$ cat src/rtl/gate_response_checker_sat_counter.sv
// Saturating up-counter used for the checker's mismatch count.
// Ports:
//   clk   - rising-edge clock
//   rst   - synchronous active-high reset, forces count to zero
//   clr   - synchronous clear, forces count to zero
//   inc   - increment by one unless already all-ones
//   count - current count value
module sat_counter #(
    parameter int W = 8
) (
    input  logic         clk,
    input  logic         rst,
    input  logic         clr,
    input  logic         inc,
    output logic [W-1:0] count
);

    always_ff @(posedge clk) begin
        if (rst || clr) begin
            count <= '0;
        end else if (inc && !(&count)) begin
            count <= count + W'(1);
        end
    end

endmodule

$ cat config.mk
export PLATFORM = sky130hd
export DESIGN_NAME = sat_counter
export DESIGN_NICKNAME = d
export VERILOG_FILES = /design/src/rtl/gate_response_checker_sat_counter.sv
export SDC_FILE = /design/constraint.sdc
export NUM_CORES = 1
export LEC_CHECK = 0
export ABC_CLOCK_PERIOD_IN_PS = 1650
export CORE_AREA = 2 2 39 41
export CTS_BUF_LIST = sky130_fd_sc_hd__clkbuf_2
export CTS_CLUSTER_DIAMETER = 40
export CTS_CLUSTER_SIZE = 30
export DETAILED_ROUTE_END_ITERATION = 7
export DIE_AREA = 0 0 41 43
export PLACE_DENSITY = 0.69
export SYNTH_ARGS = -nofsm -noshare
export SYNTH_HDL_FRONTEND = slang
export SYNTH_SLANG_ARGS = --single-unit
$ cat constraint.sdc
create_clock -name clk -period 1.65 [get_ports clk]
set_input_delay 0.165 -clock clk [delete_from_list [all_inputs] [get_ports clk]]
set_output_delay 0.165 -clock clk [all_outputs]
set_load 0.005 [all_outputs]
==> metrics.txt <==
status=complete, no violations; Achievable Freq=about 0.68 GHz; startpoint types=flop; # DRC=0; Syn. warnings=0; Buf+Inv Stages, Crit Path=0; clk sinks=8; IO buf count=11; # diodes=0; Starting Density=0.304; R2R Path End=count[1]; CTS tree=yes; worst slack, placed=150 ps; Die Span X=41 um; hold path startpoint=count[1]; Tcrit/Tclk final=0.897; CP max stage delay=between 300 and 400 ps; Yosys cell types=27; worst slew pin tran=approximately 400 ps; Worst VDD drop=330 uV; Site Rows=14; crit path from=count[0]; final hold violation count=0; Resized Gates After CTS=0; Largest register FFs=8; drt first pass iters=4; Routed WL=just under 900 um; CP Cell Sequence=ha_1 > and4_4 > a21boi_0 > mux2i_1; Top delay family on crit path=flip-flops; Critical Path RT=1820 ps; crit path max-delay cell type=dfxtp_1; WS Path Type=reg2reg; top flop regs=count: 8 flops; CTS H-tree lvls=1; Top FF cell, synth=dfxtp_1; Reg clk slew, reported paths=~80 ps; clk root buf=clkbuf_2; relative slew slack=0.729; Cell Area, Synth=about 420 sq um; synthesis-to-layout area growth=36.3%; Finish-stage setup viols=0; # hold bufs at CTS=0; MaxCap Viol Count=0; antenna viol nets, final=0; Final Max Tran Viols=0; depth of the worst register-to-register path=4; Core Area=between 0.001 and 0.0015 sq mm; Period minus WS final=approximately 1500 ps; layout cell share with drive strength beyond 1=0.169; Fillers=roughly 140; clock latency on the worst-skew pair=approximately 240 ps; Congestion Overflow GR=0; nets@finish=66; postcts setup bufs=0; crit-path max FO=5; Starting DRT DRC Count=6; Post-synth EDFFs=0; via count=408; Die H=43 um; Setup Skew=slightly below 5 ps; most flop-heavy register=count; launch point of the worst reg-to-reg path=count[0]; Worst Hold Class=reg2reg; post-route worst setup slack=between 150 and 200 ps; CP arrival=approximately 1700 ps; first-pass GRT wire length=approximately 1600 um; critical path depth=4; Worst Hold Path EP=count[1]; all-layer global routing usage=0.135; GP Congestion=0.726; crit end category=flop; io pins=12; R2R Setup Slk=between 150 and 200 ps; power density over cell area=592 mW/mm^2; Vias/cell=roughly 5.4; syn nets=49; leak pwr=approximately 0.21 nW; pin count of the biggest net entering global routing=10; WL/cell=around 12 um; initial antenna violation count=0; Synth Area per Inst=9.55 sq um; vias in the first global route=380; RSZ-0062 raised after global routing=false; hpwl dp=662 um; cts bufs inserted=3; total negative slack=0 ps; clock tree buffer depth=2; die area=around 0.0018 sq mm; post-synthesis sequential area ratio=0.381; Cells after Synth=44; Yosys reg bits=8; asr flop ratio synth=0; hold path cells=2
worst reg2reg max path: cells and delay by family (launching register included):
kind	cells	cell delay (ps)
multiplexers	1	220
adder cells (fa/ha/maj)	1	260
AND/OR/NAND/NOR	1	220
AO/OA/AOI/OAI	1	360
flip-flops	1	360
cell usage in the layout, fill, tap and decap left out:
cell,netlist,layout
a2111oi_2,1,1
a211oi_1,1,1
a211oi_2,1,1
a21boi_0,1,1
a21oi_1,2,2
a31o_2,1,1
a31oi_1,1,1
and3_1,1,1
and3_2,1,1
and4_1,1,1
and4_4,1,1
buf_4,0,1
clkbuf_2,0,3
clkdlybuf4s50_1,0,11
dfxtp_1,8,8
ha_1,1,1
inv_1,1,1
mux2i_1,3,3
nand2_1,5,5
nand2b_1,1,1
nand3_1,1,1
nand4_1,2,2
nand4_2,1,1
nor2_1,1,1
nor2b_1,2,2
nor4_1,1,1
o21ai_0,1,1
o21bai_1,1,1
o311a_1,1,1
or3_1,2,2
how the worst max path moves through the flow:
| stage | endpoint |
|---|---|
| 6_report | count[1] |
| 5_1_grt | count[0] |
| 4_1_cts | count[1] |
| 3_5_place_dp | count[5] |
| 3_3_place_gp | count[5] |
| 2_1_floorplan | count[0] |
layout make-up:
class                      count  area [sq um]  share of cell area
sequential                     8           160               0.279
inverter                       1          3.75             0.00655
multi-input combinational     35           256               0.448
timing repair buffer          12           118               0.205
clock buffer                   3          15.0              0.0262
tap                           16          20.0              0.0349
layer usage:
metal,track usage,wire (um),up-vias
met2,0.163,336,15
met1,0.197,466,182
met5,0,0,-
li1,-,-,206
met3,0.0314,54,5
met4,0.100,32,0
cell usage after synthesis (all sizes together) (2+ instances only):
master | count | share of area
dfxtp | 8 | 0.38
and3 | 2 | 0.033
nor2b | 2 | 0.030
nand2 | 5 | 0.045
and4 | 2 | 0.048
a21oi | 2 | 0.024
nand4 | 3 | 0.060
a211oi | 2 | 0.048
mux2i | 3 | 0.071
or3 | 2 | 0.030
per-stage QoR:
stage	hold slack, ps	instance area (sq um)	std cells	util	power (mW)
after floorplan	234	420	44	-	0.210
after global placement	506	558	72	0.403	0.228
after detailed placement	512	558	72	0.403	0.228
after CTS	523	573	75	0.414	0.342
after global routing	584	573	75	0.414	0.356
final	518	573	75	0.414	0.339
where the power goes:
group | leakage, nW | internal, mW | total (mW) | switching (mW)
logic | 0.129 | 0.0149 | 0.0261 | 0.0112
clock network | 0.0125 | 0.0495 | 0.116 | 0.0665
registers | 0.0646 | 0.195 | 0.197 | 0.00223
kinds of logic after synthesis:
family / count (synthesis) / share of synthesized area
and+or+nand+nor: 20 / 0.295
AOI/OAI and AO/OA: 11 / 0.214
DFF: 8 / 0.381
muxes: 3 / 0.0714
buffers and inverters: 1 / 0.00892
adders and majority gates: 1 / 0.0298
Power figures use the tool's default switching activity.
